## src/rtl/ctrl_pkg.sv

```systemverilog
// ctrl_pkg: shared types and constants for the multicycle controller.
// `CTRL_MUL_EN adds the EXECUTEM state and the MUL ALU code.
package ctrl_pkg;

    typedef enum logic [3:0] {
        S_FETCH,
        S_DECODE,
        S_MEMADR,
        S_MEMREAD,
        S_MEMWB,
        S_MEMWRITE,
        S_EXECUTER,
        S_EXECUTEI,
        S_ALUWB,
        S_BRANCH
`ifdef CTRL_MUL_EN
        , S_EXECUTEM
`endif
    } state_t;

    localparam logic [2:0] ALU_ADD = 3'b000;
    localparam logic [2:0] ALU_SUB = 3'b001;
    localparam logic [2:0] ALU_AND = 3'b010;
    localparam logic [2:0] ALU_ORR = 3'b011;
`ifdef CTRL_MUL_EN
    localparam logic [2:0] ALU_MUL = 3'b100;
`endif

    localparam logic [3:0] CMD_AND = 4'b0000;
    localparam logic [3:0] CMD_SUB = 4'b0010;
    localparam logic [3:0] CMD_ADD = 4'b0100;
    localparam logic [3:0] CMD_CMP = 4'b1010;
    localparam logic [3:0] CMD_ORR = 4'b1100;

    localparam logic [3:0] COND_EQ = 4'b0000;
    localparam logic [3:0] COND_NE = 4'b0001;
    localparam logic [3:0] COND_CS = 4'b0010;
    localparam logic [3:0] COND_CC = 4'b0011;
    localparam logic [3:0] COND_MI = 4'b0100;
    localparam logic [3:0] COND_PL = 4'b0101;
    localparam logic [3:0] COND_VS = 4'b0110;
    localparam logic [3:0] COND_VC = 4'b0111;
    localparam logic [3:0] COND_HI = 4'b1000;
    localparam logic [3:0] COND_LS = 4'b1001;
    localparam logic [3:0] COND_GE = 4'b1010;
    localparam logic [3:0] COND_LT = 4'b1011;
    localparam logic [3:0] COND_GT = 4'b1100;
    localparam logic [3:0] COND_LE = 4'b1101;
    localparam logic [3:0] COND_AL = 4'b1110;

    localparam logic [1:0] OP_DP  = 2'b00;
    localparam logic [1:0] OP_MEM = 2'b01;
    localparam logic [1:0] OP_BR  = 2'b10;
    localparam logic [1:0] OP_ILL = 2'b11;

    typedef struct packed {
        logic [2:0] alu;
        logic       ok;
        logic       nowrite;
        logic       cv;
    } dp_dec_t;

    // Data-processing cmd decode: ALU op, legality, CMP, C/V update.
    function automatic dp_dec_t dp_decode(input logic [3:0] cmd);
        dp_dec_t d;
        d     = '0;
        d.alu = ALU_ADD;
        d.ok  = 1'b1;
        case (cmd)
            CMD_ADD: d.cv = 1'b1;
            CMD_SUB: begin
                d.alu = ALU_SUB;
                d.cv  = 1'b1;
            end
            CMD_AND: d.alu = ALU_AND;
            CMD_ORR: d.alu = ALU_ORR;
            CMD_CMP: begin
                d.alu     = ALU_SUB;
                d.nowrite = 1'b1;
                d.cv      = 1'b1;
            end
            default: d.ok = 1'b0;
        endcase
        return d;
    endfunction

endpackage

```

## src/rtl/multicycle_controller_cond_check.sv

```systemverilog
// cond_check: ARM condition evaluation against {N,Z,C,V}.
// Purely combinational; code 1111 never executes.
module cond_check
    import ctrl_pkg::*;
(
    input  logic [3:0] i_cond,
    input  logic [3:0] i_flags,
    output logic       o_condex
);
    logic w_n, w_z, w_c, w_v;

    assign w_n = i_flags[3];
    assign w_z = i_flags[2];
    assign w_c = i_flags[1];
    assign w_v = i_flags[0];

    // Map condition code to pass/fail.
    always_comb begin
        o_condex = 1'b0;
        case (i_cond)
            COND_EQ: o_condex = w_z;
            COND_NE: o_condex = ~w_z;
            COND_CS: o_condex = w_c;
            COND_CC: o_condex = ~w_c;
            COND_MI: o_condex = w_n;
            COND_PL: o_condex = ~w_n;
            COND_VS: o_condex = w_v;
            COND_VC: o_condex = ~w_v;
            COND_HI: o_condex = w_c & ~w_z;
            COND_LS: o_condex = ~w_c | w_z;
            COND_GE: o_condex = (w_n == w_v);
            COND_LT: o_condex = (w_n != w_v);
            COND_GT: o_condex = ~w_z & (w_n == w_v);
            COND_LE: o_condex = w_z | (w_n != w_v);
            COND_AL: o_condex = 1'b1;
            default: o_condex = 1'b0;
        endcase
    end

endmodule

```

## src/rtl/multicycle_controller.sv

```systemverilog
// multicycle_controller: multicycle ARM-subset control FSM.
// Optional `CTRL_MUL_EN adds the EXECUTEM multiply state.
module multicycle_controller
    import ctrl_pkg::*;
#(
    parameter int ALUCTRL_W = 3,
    parameter int MAX_WAIT  = 15
) (
    input  logic                 clk,
    input  logic                 reset,
    input  logic [31:4]          Instr,
    input  logic [3:0]           ALUFlags,
    input  logic                 MemReady,
    output logic                 PCWrite,
    output logic                 IRWrite,
    output logic                 RegWrite,
    output logic                 MemWrite,
    output logic                 AdrSrc,
    output logic [1:0]           RegSrc,
    output logic [1:0]           ImmSrc,
    output logic [1:0]           ALUSrcA,
    output logic [1:0]           ALUSrcB,
    output logic [1:0]           ResultSrc,
    output logic [ALUCTRL_W-1:0] ALUControl,
    output logic                 BusErr,
    output logic                 Illegal
);
    localparam int CW = $clog2(MAX_WAIT + 1);

    state_t        r_state;
    state_t        w_next;
    logic [3:0]    r_flags;
    logic [CW-1:0] r_wait;
    logic          r_buserr;
    logic [1:0]    w_op;
    logic [2:0]    w_alu;
    dp_dec_t       w_dec;
    logic          w_condex;
    logic          w_memwait;
    logic          w_exec;
    logic          w_flag_we;
    logic          w_cv_we;
    logic          w_dp_ill;
    logic          w_unused;

    assign w_op       = Instr[27:26];
    assign w_dec      = dp_decode(Instr[24:21]);
    assign ImmSrc     = w_op;
    assign RegSrc     = {w_op == OP_MEM, w_op == OP_BR};
    assign ALUControl = ALUCTRL_W'(w_alu);
    assign BusErr     = r_buserr;

`ifdef CTRL_MUL_EN
    logic w_mul;
    assign w_mul    = ~Instr[25] & (Instr[7:4] == 4'b1001);
    assign w_dp_ill = ~w_dec.ok & ~w_mul;
    assign w_exec   = (r_state == S_EXECUTER) |
                      (r_state == S_EXECUTEI) |
                      (r_state == S_EXECUTEM);
    assign w_unused = ^{Instr[19:16], Instr[11:8]};
`else
    assign w_dp_ill = ~w_dec.ok;
    assign w_exec   = (r_state == S_EXECUTER) |
                      (r_state == S_EXECUTEI);
    assign w_unused = ^{Instr[19:16], Instr[11:4]};
`endif

    assign w_cv_we   = ((r_state == S_EXECUTER) |
                        (r_state == S_EXECUTEI)) & w_dec.cv;
    assign w_flag_we = w_exec & Instr[20] & w_condex;
    assign w_memwait = ~MemReady & ((r_state == S_FETCH) |
                                    (r_state == S_MEMREAD) |
                                    (r_state == S_MEMWRITE));

    cond_check u_cond (
        .i_cond   (Instr[31:28]),
        .i_flags  (r_flags),
        .o_condex (w_condex)
    );

    // State register.
    always_ff @(posedge clk or negedge reset) begin
        if (!reset) r_state <= S_FETCH;
        else        r_state <= w_next;
    end

    // Flags: N/Z on any S-execute, C/V only for ADD/SUB/CMP.
    always_ff @(posedge clk or negedge reset) begin
        if (!reset) begin
            r_flags <= '0;
        end else if (w_flag_we) begin
            r_flags[3:2] <= ALUFlags[3:2];
            if (w_cv_we) r_flags[1:0] <= ALUFlags[1:0];
        end
    end

    // Memory wait counter with sticky timeout flag.
    always_ff @(posedge clk or negedge reset) begin
        if (!reset) begin
            r_wait   <= '0;
            r_buserr <= 1'b0;
        end else if (w_memwait) begin
            if (r_wait != CW'(MAX_WAIT)) r_wait <= r_wait + CW'(1);
            if (r_wait == CW'(MAX_WAIT - 1)) r_buserr <= 1'b1;
        end else begin
            r_wait <= '0;
        end
    end

    // Next state and Mealy datapath controls.
    always_comb begin
        w_next    = r_state;
        PCWrite   = 1'b0;
        IRWrite   = 1'b0;
        RegWrite  = 1'b0;
        MemWrite  = 1'b0;
        AdrSrc    = 1'b0;
        ALUSrcA   = 2'b00;
        ALUSrcB   = 2'b00;
        ResultSrc = 2'b00;
        w_alu     = ALU_ADD;
        Illegal   = 1'b0;
        unique case (r_state)
            S_FETCH: begin
                ALUSrcA   = 2'b01;
                ALUSrcB   = 2'b10;
                ResultSrc = 2'b10;
                IRWrite   = MemReady;
                PCWrite   = MemReady;
                if (MemReady) w_next = S_DECODE;
            end
            S_DECODE: begin
                ALUSrcA   = 2'b01;
                ALUSrcB   = 2'b10;
                ResultSrc = 2'b10;
                case (w_op)
                    OP_MEM: w_next = S_MEMADR;
                    OP_DP: begin
                        Illegal = w_dp_ill;
                        if (Instr[25]) w_next = S_EXECUTEI;
`ifdef CTRL_MUL_EN
                        else if (w_mul) w_next = S_EXECUTEM;
`endif
                        else w_next = S_EXECUTER;
                    end
                    OP_BR: w_next = S_BRANCH;
                    default: begin
                        Illegal = 1'b1;
                        w_next  = S_FETCH;
                    end
                endcase
            end
            S_MEMADR: begin
                ALUSrcB = 2'b01;
                w_next  = Instr[20] ? S_MEMREAD : S_MEMWRITE;
            end
            S_MEMREAD: begin
                AdrSrc = 1'b1;
                if (MemReady) w_next = S_MEMWB;
            end
            S_MEMWB: begin
                ResultSrc = 2'b01;
                RegWrite  = w_condex;
                w_next    = S_FETCH;
            end
            S_MEMWRITE: begin
                AdrSrc   = 1'b1;
                MemWrite = w_condex;
                if (MemReady) w_next = S_FETCH;
            end
            S_EXECUTER: begin
                w_alu  = w_dec.alu;
                w_next = S_ALUWB;
            end
            S_EXECUTEI: begin
                ALUSrcB = 2'b01;
                w_alu   = w_dec.alu;
                w_next  = S_ALUWB;
            end
`ifdef CTRL_MUL_EN
            S_EXECUTEM: begin
                w_alu  = ALU_MUL;
                w_next = S_ALUWB;
            end
`endif
            S_ALUWB: begin
                RegWrite = w_condex & ~w_dec.nowrite;
                w_next   = S_FETCH;
            end
            S_BRANCH: begin
                ALUSrcB   = 2'b01;
                ResultSrc = 2'b10;
                PCWrite   = w_condex;
                w_next    = S_FETCH;
            end
            default: w_next = S_FETCH;
        endcase
        // A register write to R15 is a PC write.
        if (RegWrite && Instr[15:12] == 4'hF) PCWrite = 1'b1;
        if (!reset) begin
            PCWrite  = 1'b0;
            IRWrite  = 1'b0;
            RegWrite = 1'b0;
            MemWrite = 1'b0;
            Illegal  = 1'b0;
        end
    end

endmodule

```

## config.mk

```make
export PLATFORM = sky130hd
export DESIGN_NAME = multicycle_controller
export DESIGN_NICKNAME = d
export VERILOG_FILES = /design/src/rtl/ctrl_pkg.sv /design/src/rtl/multicycle_controller_cond_check.sv /design/src/rtl/multicycle_controller.sv
export SDC_FILE = /design/constraint.sdc
export NUM_CORES = 1
export LEC_CHECK = 0
export CORE_MARGIN = 8
export CORE_UTILIZATION = 38
export DETAILED_ROUTE_END_ITERATION = 8
export HOLD_SLACK_MARGIN = 0.1
export PLACE_DENSITY = 0.78
export SYNTH_ARGS = -nofsm -noshare
export SYNTH_HDL_FRONTEND = slang
export SYNTH_SLANG_ARGS = --single-unit
```

## constraint.sdc

```tcl
create_clock -name clk -period 2 [get_ports clk]
set_input_delay 0.3 -clock clk [delete_from_list [all_inputs] [get_ports clk]]
set_output_delay 0.3 -clock clk [all_outputs]
set_load 0.05 [all_outputs]
```

---- Word level (Yosys, flattened, before mapping) ----
Index checks and enable logic that the tools add are counted.
cells by class
  reduce and logical (&&, ||, !) cells .... 17
  eq/ne operators ......................... 38
  add/subtract/negate cells ............... 1
  bitwise operators ....................... 19
  mux-type cells .......................... 31
operator list
  operator             count
  $eq 4x4->1 const B   13
  $eq 4x3->1 const B   9
  $pmux 4 s6           1
  $eq 4x2->1 const B   5
  $mux 4               5
  $mux 1               15
  $pmux 1 s15          1
  $logic_not 4->1      3
  $pmux 4 s3           1
  $reduce_or 2->1      5
  $reduce_or 3->1      3
  $eq 4x1->1 const B   2
  $pmux 2 s2           2
  $and 1x1->1          7
  $not 1->1            7
  $mux 3               2
  $ne 2x2->1 const B   3
  $pmux 1 s2           3
  $pmux 2 s3           1
  $or 1x1->1           5
  $reduce_or 5->1      1
  $add 4x1->4 const B  1
  $ne 4x4->1 const B   1
  $reduce_and 2->1     2
  other kinds (8)      8
word-level totals
  logic and storage cells ................. 111
  register bits after elaboration ......... 13
  bits of input ports ..................... 35
  output and inout port bits .............. 20

---- Longest topological paths before layout ----
Gate-level depths: netlist of run 1.
  depth in word-level cells ............... 8
  gate-level depth with buffers ........... 8
  gate-level depth less buffers ........... 6

---- Cells and area by module ----
A second synthesis of run 1 with hierarchy kept.
second synthesis, totals
  cell total of the unflattened synthesis .. 151
  area, all modules ....................... 1341.3 um^2
by module, submodules not included
  module                 cells an instance  area each (um^2)  sequential area each (um^2)  times used
  multicycle_controller  123                1147.4            325.3                        1
  cond_check             28                 193.9             0.0                          1

---- Least setup slack after synthesis of run 1 ----
Ideal clock, no wire load.
  kind .................................... reg2out
  start ................................... register r_state[2]
  end ..................................... output port PCWrite
  buffers on the path ..................... 1
  data required time ...................... 1.700 ns
  arrival time ............................ 3.082 ns
  stages on the path, launching flop included .. 6
  setup slack ............................. -1.382 ns
  cells stage by stage .................... dfrtp_1 -> buf_1 -> nor2_1 -> nand2_1 -> nor4b_1 -> a41o_1
between the ends
  longest elaborated chain between the ends .. 5
  elaborated cells on any way between the ends .. 9
  classes of those cells .................. 3 x eq/ne; 4 x mux; 2 x reduce/logical
ends and longest elaborated chain
  element                                          RTL line                      source
  start: declaration                               multicycle_controller.sv:30   state_t r_state;
  start signal: assignment                         multicycle_controller.sv:84   else r_state <= w_next;
  $eq 4x4->1 / $eq 4x3->1 (equally long branches)  multicycle_controller.sv:123  unique case (r_state)
  $pmux 1 s2                                       multicycle_controller.sv:123
  $logic_and 1x1->1                                multicycle_controller.sv:199  if (RegWrite && Instr[15:12] == 4'hF) PCWrite = 1'b1;
  $mux 1 *                                         multicycle_controller.sv:199
  $mux 1 *                                         multicycle_controller.sv:200  if (!reset) begin
  end: declaration                                 multicycle_controller.sv:14   output logic PCWrite,
Every way passes the cells marked *; elsewhere a longest branch is shown, timed or not.

---- Worst setup path after layout of run 1 ----
  start ................................... register r_flags[2]
  end ..................................... output port RegWrite
between the ends
  longest elaborated chain between the ends .. 6
  elaborated cells on any way between the ends .. 9
  classes of those cells .................. 3 x mux; 6 x bitwise
ends and longest elaborated chain
  element                                RTL line                                                                                                                source
  start: declaration                     multicycle_controller.sv:32                                                                                             logic [3:0] r_flags;
  start signal: assignment               multicycle_controller.sv:92                                                                                             r_flags[3:2] <= ALUFlags[3:2];
  $not 1->1                              multicycle_controller_cond_check.sv:22, multicycle_controller_cond_check.sv:29, multicycle_controller_cond_check.sv:33
  $and 1x1->1, on equally long branches  multicycle_controller_cond_check.sv:33, multicycle_controller_cond_check.sv:29
  $pmux 1 s15 *                          multicycle_controller_cond_check.sv:20                                                                                  case (i_cond)
  $and 1x1->1                            multicycle_controller.sv:187                                                                                            RegWrite = w_condex & ~w_dec.nowrite;
  $pmux 1 s2 *                           multicycle_controller.sv:123
  $mux 1 *                               multicycle_controller.sv:200
  end: declaration                       multicycle_controller.sv:16                                                                                             output logic RegWrite,
Marks and branches as above.

==> impl_results.md, run 1 <==
- Avg WL per Cell: 15.99 um
- Fin crit share: 1.212
- CTS Sinks: 13
- Highest clock rate: 0.4127 GHz
- Register area: 326.6 um2
- Setup violators final: 6
- Syn_area_per_cell: 8.402 um2
- Number of global-route vias before repair: 1344
- Setup TNS: -1.258 ns
- MaxCap Viol Count: 0
- Initial core utilization: 0.3963
- CTS tree: done
- Pin count of the biggest net entering global routing: 15
- Initial antenna violation count: 0
- PwrDens: 998.7 nW/um2
- Mapped Cells: 144
- Via density per instance: 5.360
- Reg clk slew, reported paths: 0.08 ns
- Pre-CTS setup slack: -0.5517 ns
- Synth cell types: 52
- CP Capture Type: output pin
- Main combinational cell family by area after synthesis: simple AND/OR/NAND/NOR gates
- VDD IR max: 0.001055 V
- Most common cell after layout, fill and taps aside: buf_4
- Top_reg_cell synth: dfrtp_1
- Yosys warns: 0
- Data arrival time of the worst path: 2.12 ns
- Simple-gate area share of the yosys netlist: 0.2678
- Mux cell area share after synthesis: 0.05377
- Status: finished, violations left
- R2R Setup Slk: -0.05 ns
- Synthesized cell area: 1210 um2
- Hold Crit Class: in2async
- Reg2Reg Depth: 7
- EDFF count, synth: 0
- First-pass GRT wire length: 6.313 mm
- Tmin final: 2.423 ns
- Most frequent cells in the layout: 28 x buf_4, 16 x clkdlybuf4s50_1, 16 x buf_12
- RSZ-0062 raised after global routing: yes
- Aggregate global routing overflow: 0
- Number of buffers on the longest clock path: 2
- Die W: 72.43 um
- Async S/R FF share, synth: 1.000
- Measured slew at the worst slew-check pin: 0.4975 ns
- P_leak: 1.014 nW
- FF-to-FF End: r_flags[0]
- Crit path kind: reg2out
- Total CTS buffers: 3
- Synth area leaders: dfrtp_1 27%, ha_1 7.2%, nor3_1 4.1%
- Port buffer count: 40
- Worst Hold Slack: 0.4217 ns
- Failing checks: setup timing
- Multi-input logic area: 949.7 um2
- Global placement routability congestion: 0.8608
- Nets@finish: 252
- HPWL Detailed: 3.142 mm
- H-tree levels: 1
- Clk_skew: 0.002016 ns
- Synth Area in Adders: 0.07239
- GRT Util Overall: 0.1475
- Die Area: 5245 um2
- ANT nets after route: 0
- Initial drt markers: 69
- Root Buffer: clkbuf_4
- Fraction of layout cells with a size suffix above 1: 0.3971
- Hold-fix buffers at CTS: 0
- Rel. slew slack: 0.6673
- Routed via count: 1356
- # rows: 20
- FILL cells: 209
- Compound-Gate Fraction of Synth Area: 0.2120
- Number of synthesized register bits: 13
- Core area: 3053 um2
- Setup ws final: -0.4230 ns
- Synth area leader: dfrtp_1
- Die Y: 72.43 um
- Seq/Total Area, Yosys: 0.2689
- XOR/XNOR Fraction of Synth Area: 0.03619
- Antenna cells: 0
- Worst-Skew Late Latency: 0.28 ns
- Top-area cell type share of the netlist area: 0.2689
- Residual DRC: 0
- DR pass1 iterations: 4
- Max-slew violation count: 0
- Area growth, synth to finish: 84.18%
- Drt total wl: 4.046 mm
- Worst reg2reg startpoint: r_flags[2]
- Req. time, crit path: 1.70 ns
- Crit-path max FO: 2
- Top Ports: 55
- CP Launch Type: register
- Fin. Hold Viols: 0
-- flip-flops by register name, summed over array words and instances, names as in the netlist --
name	cells
r_flags	4
r_state	4
r_wait	4
BusErr	1
-- critical path, cell delays in order, from the launching register on --
cell and delay (ns):
dfrtp_1 0.38, or4b_1 0.48, o211ai_2 0.09, a211oi_2 0.09, o2111ai_2 0.24, nand2_2 0.13
a2111oi_4 0.26, buf_12 0.18
-- through the flow --
stage | std cells | util | area [um2] | total power [mW]
floorplan | 145 | - | 1315 | 1.260
global placement | 244 | 0.6779 | 2069 | 1.882
detailed placement | 244 | 0.6779 | 2069 | 1.930
CTS | 248 | 0.6963 | 2126 | 2.130
global route | 253 | 0.7299 | 2228 | 2.347
finish | 253 | 0.7299 | 2228 | 2.226
-- what timing repair did --
action                                  4_1_cts  5_1_grt
setup buffers                                 1        5
gates resized for setup                      15       17
endpoints found under the setup margin       11       10
pin swaps                                     3        7
-- synthesized netlist by cell type (all sizes together), types with 4 or more instances --
| cell type | instances |
|---|---|
| a21oi | 9 |
| buf | 7 |
| clkbuf | 5 |
| dfrtp | 13 |
| ha | 7 |
| inv | 9 |
| mux2 | 4 |
| nand2 | 7 |
| nand2b | 5 |
| nand3 | 4 |
| nand3b | 4 |
| nor2 | 12 |
| nor3 | 10 |
-- worst max-delay path by stage --
stage | start | to | slack [ns] | cells past startpoint
3_3_place_gp | Instr[30] | RegWrite | -0.52 | 8
6_report | r_flags[2] | RegWrite | -0.42 | 7
3_5_place_dp | Instr[30] | RegWrite | -0.55 | 8
5_1_grt | r_flags[2] | RegWrite | -0.53 | 7
2_1_floorplan | Instr[29] | RegWrite | -0.40 | 7
4_1_cts | r_flags[2] | RegWrite | -0.44 | 7
-- cell type report --
class,instances,area share
Tap cell,44,0.02471
Inverter,9,0.01516
Multi-Input combinational cell,111,0.4262
Timing Repair Buffer,72,0.3756
Clock buffer,4,0.01179
Sequential cell,13,0.1465
-- cell families after synthesis --
| family | Yosys count |
|---|---|
| XOR/XNOR | 5 |
| AND/OR/NAND/NOR | 57 |
| multiplexers | 6 |
| buffers and inverters | 21 |
| AO/OA/AOI/OAI | 34 |
| flip-flops | 13 |
| adder cells (fa/ha/maj) | 7 |
| other | 1 |
-- where the power goes --
group / internal [mW] / total [mW] / switching, mW
combinational: 0.760 / 1.68 / 0.921
clock: 0.0775 / 0.164 / 0.0870
sequential: 0.325 / 0.380 / 0.0554
-- routing by layer --
| layer | GRT usage | vias to the layer above | part of all wire |
|---|---|---|---|
| li1 | - | 654 | - |
| met1 | 0.1668 | 643 | 0.39 |
| met2 | 0.2578 | 44 | 0.52 |
| met3 | 0.02893 | 15 | 0.051 |
| met4 | 0.07111 | 0 | 0.034 |
| met5 | 0 | - | 0 |
Note: power is estimated with default switching activity, not from simulation.
==> run 2, diff against run 1 <==
--- a/config.mk
+++ b/config.mk
@@ -9,7 +9,7 @@
 export CORE_UTILIZATION = 38
 export DETAILED_ROUTE_END_ITERATION = 8
 export HOLD_SLACK_MARGIN = 0.1
-export PLACE_DENSITY = 0.78
+export PLACE_DENSITY = 0.77
 export SYNTH_ARGS = -nofsm -noshare
 export SYNTH_HDL_FRONTEND = slang
 export SYNTH_SLANG_ARGS = --single-unit
==> constraint.sdc (replaced) <==
create_clock -name clk -period 2 [get_ports clk]
set_input_delay 0.4 -clock clk [delete_from_list [all_inputs] [get_ports clk]]
set_output_delay 0.4 -clock clk [all_outputs]
set_load 0.05 [all_outputs]
==> run 2 against run 1 <==
The run still ends with setup timing left. Worst setup slack worse by 0.16 ns. Core utilization up 2.8 points. Power up 3.6%. First-iteration DRC count down 12%. Sequential power up 9.7%. Cell count up 3.2%. Sequential cell count unchanged. Fmax down 6.2%. Die area unchanged. Critical endpoint is now MemWrite. Largest power group unchanged. Highest routed layer unchanged.
==> impl_results.md, run 2 (same netlist as run 1, synthesis figures left out) <==
- Status: finished, violations left (unchanged)
- Failing checks: setup timing (unchanged)
- Net Sw Power: 1.125 mW (was 1.063 mW)
- Clk_skew: 0.004639 ns (was 0.002016 ns)
- RSZ-0062 raised after global routing: yes (unchanged)
- Switching Share: 0.4876 (was 0.4778)
- Antenna cells: 0 (unchanged)
- Drt total wl: 4.770 mm (was 4.046 mm)
- Most common cell after layout, fill and taps aside: buf_4 (unchanged)
- Data arrival time of the worst path: 2.18 ns (was 2.12 ns)
- Die W: 72.43 um (unchanged)
- Nets@finish: 260 (was 252)
- Pin count of the biggest net entering global routing: 15 (unchanged)
- Global placement routability congestion: 0.8737 (was 0.8608)
- Cells after DPL: 251 (was 244)
- Pre-CTS setup slack: -0.7521 ns (was -0.5517 ns)
- MaxCap Viol Count: 0 (unchanged)
- Routed wl met3: 324 um (was 208 um)
- Sequential Power Share: 0.181 (was 0.171)
- Highest clock rate: 0.3871 GHz (was 0.4127 GHz)
- Metal2 WL: 2.595 mm (was 2.103 mm)
- Total CTS buffers: 3 (unchanged)
- Initial core utilization: 0.3963 (unchanged)
- P_leak: 1.033 nW (was 1.014 nW)
- Core area: 3053 um2 (unchanged)
- VDD IR max: 0.0006813 V (was 0.001055 V)
- CTS tree: done (unchanged)
- FILL cells: 218 (was 209)
- HPWL Detailed: 3.482 mm (was 3.142 mm)
- Fin crit share: 1.291 (was 1.212)
- Residual DRC: 0 (unchanged)
- CP Launch Type: register (unchanged)
- Root Buffer: clkbuf_4 (unchanged)
- Fraction of layout cells with a size suffix above 1: 0.4654 (was 0.3971)
- Hold-fix buffers at CTS: 0 (unchanged)
- Hold Crit Class: in2async (unchanged)
- Max-slew violation count: 0 (unchanged)
- CP Capture Type: output pin (unchanged)
- Number of global-route vias before repair: 1644 (was 1344)
- # rows: 20 (unchanged)
- Worst-Skew Late Latency: 0.28 ns (about the same)
- Most frequent cells in the layout: 34 x buf_4, 17 x buf_12, 12 x clkdlybuf4s50_1 (was 28 x buf_4, 16 x clkdlybuf4s50_1, 16 x buf_12)
- First-pass GRT wire length: 7.741 mm (was 6.313 mm)
- Crit path kind: reg2out (unchanged)
- Initial antenna violation count: 0 (unchanged)
- Aggregate global routing overflow: 0 (unchanged)
- Req. time, crit path: 1.60 ns (was 1.70 ns)
- GRT Util Overall: 0.1842 (was 0.1475)
- Highest Signal Layer: met4 (unchanged)
- Total chip power: 2.307 mW (was 2.226 mW)
- DR pass1 iterations: 4 (unchanged)
- Top flop regs: r_flags: 4 flops, r_state: 4 flops, r_wait: 4 flops (unchanged)
- ANT nets after route: 0 (unchanged)
- Top Ports: 55 (unchanged)
- Finished Layout Cells: 261 (was 253)
- Setup TNS: -2.446 ns (was -1.258 ns)
- Die Y: 72.43 um (unchanged)
- Tmin final: 2.583 ns (was 2.423 ns)
- CTS Sinks: 13 (unchanged)
- Internal power: 1.182 mW (was 1.162 mW)
- Logic pwr share: 0.748 (was 0.755)
- Avg WL per Cell: 18.28 um (was 15.99 um)
- M1 WL: 1.709 mm (was 1.595 mm)
- H-tree levels: 1 (unchanged)
- Die Area: 5245 um2 (unchanged)
- Clock network power share: 0.072 (was 0.074)
- Fin. Hold Viols: 0 (unchanged)
- Via density per instance: 5.544 (was 5.360)
- Setup ws final: -0.5830 ns (was -0.4230 ns)
- Reg clk slew, reported paths: 0.08 ns (about the same)
- PwrDens: 997.1 nW/um2 (was 998.7 nW/um2)
- Setup violators final: 9 (was 6)
- Crit-path max FO: 2 (unchanged)
- Routed via count: 1447 (was 1356)
- Port buffer count: 40 (unchanged)
- Number of buffers on the longest clock path: 2 (unchanged)
- Initial drt markers: 61 (was 69)
- Area growth, synth to finish: 91.21% (was 84.18%)
run 2: cell count changes in the layout (fill, tap and decap cells not counted), sizes merged:
cell / change
buf: +9
clkbuf: -1
clkdlybuf4s15: +1
clkdlybuf4s50: -4
dlygate4sd2: +6
dlymetal6s2s: -3
run 2: metal layers:
metal | vias up | track usage
met3 | 16 | 0.05234
met1 | 694 | 0.1809
li1 | 666 | -
met4 | 0 | 0.1000
met5 | - | 0
met2 | 71 | 0.3390
run 2: worst max-delay path, cell delays in order (launching register included):
cell and delay [ns]:
dfrtp_1 0.38, or4b_1 0.53, o211ai_2 0.08, a211oi_2 0.09, o2111ai_2 0.23, nand2_2 0.12, buf_6 0.13, nor3_4 0.15
buf_12 0.16
run 2: cell type report:
| type | instances | area [um2] | share of cell area |
|---|---|---|---|
| clock buffer | 4 | 26.28 | 0.01136 |
| inverter | 9 | 33.78 | 0.01460 |
| tap | 44 | 55.05 | 0.02380 |
| multi-input combinational | 111 | 983.4 | 0.4251 |
| timing repair buffer | 80 | 884.6 | 0.3824 |
| sequential | 13 | 330.3 | 0.1428 |
run 2: stage by stage:
stage / util / hold WS (ns) / area (um2)
after CTS: 0.7406 / 0.2540 / 2261
after global placement: 0.6988 / 0.4666 / 2133
final: 0.7578 / 0.2414 / 2313
after detailed placement: 0.6988 / 0.4719 / 2133
after floorplan: - / 0.1044 / 1326
after global routing: 0.7578 / 0.2518 / 2313
run 2: path summary, 6_finish.rpt:
| path | start | to | slack (ns) | depth (start not counted) |
|---|---|---|---|---|
| worst max register to register | r_flags[2] | r_flags[1] | -0.20 | 8 |
| worst min-delay path | reset | r_wait[2] | 0.24 | 2 |
| min in group clk | BusErr | BusErr | 0.50 | 1 |
| worst max-delay path | r_flags[2] | MemWrite | -0.58 | 8 |
| worst min register to register | BusErr | BusErr | 0.50 | 1 |
| max in group asynchronous | reset | r_state[3] | 1.52 | 3 |
run 2: repair_timing:
action / CTS / global route
endpoints found under the setup margin: 12 / 13
setup buffers: 5 / 1
endpoints found under the hold margin: 0 / 0
pin swaps: 9 / 2
gates resized for setup: 35 / 11
run 2: power groups by stage:
stage	registers [mW]	logic [mW]	clock network [mW]
5_1_grt	0.424	1.80	0.181
4_1_cts	0.406	1.65	0.165
6_report	0.417	1.72	0.165
2_1_floorplan	0.386	0.887	0
3_3_place_gp	0.400	1.54	0
3_5_place_dp	0.405	1.59	0
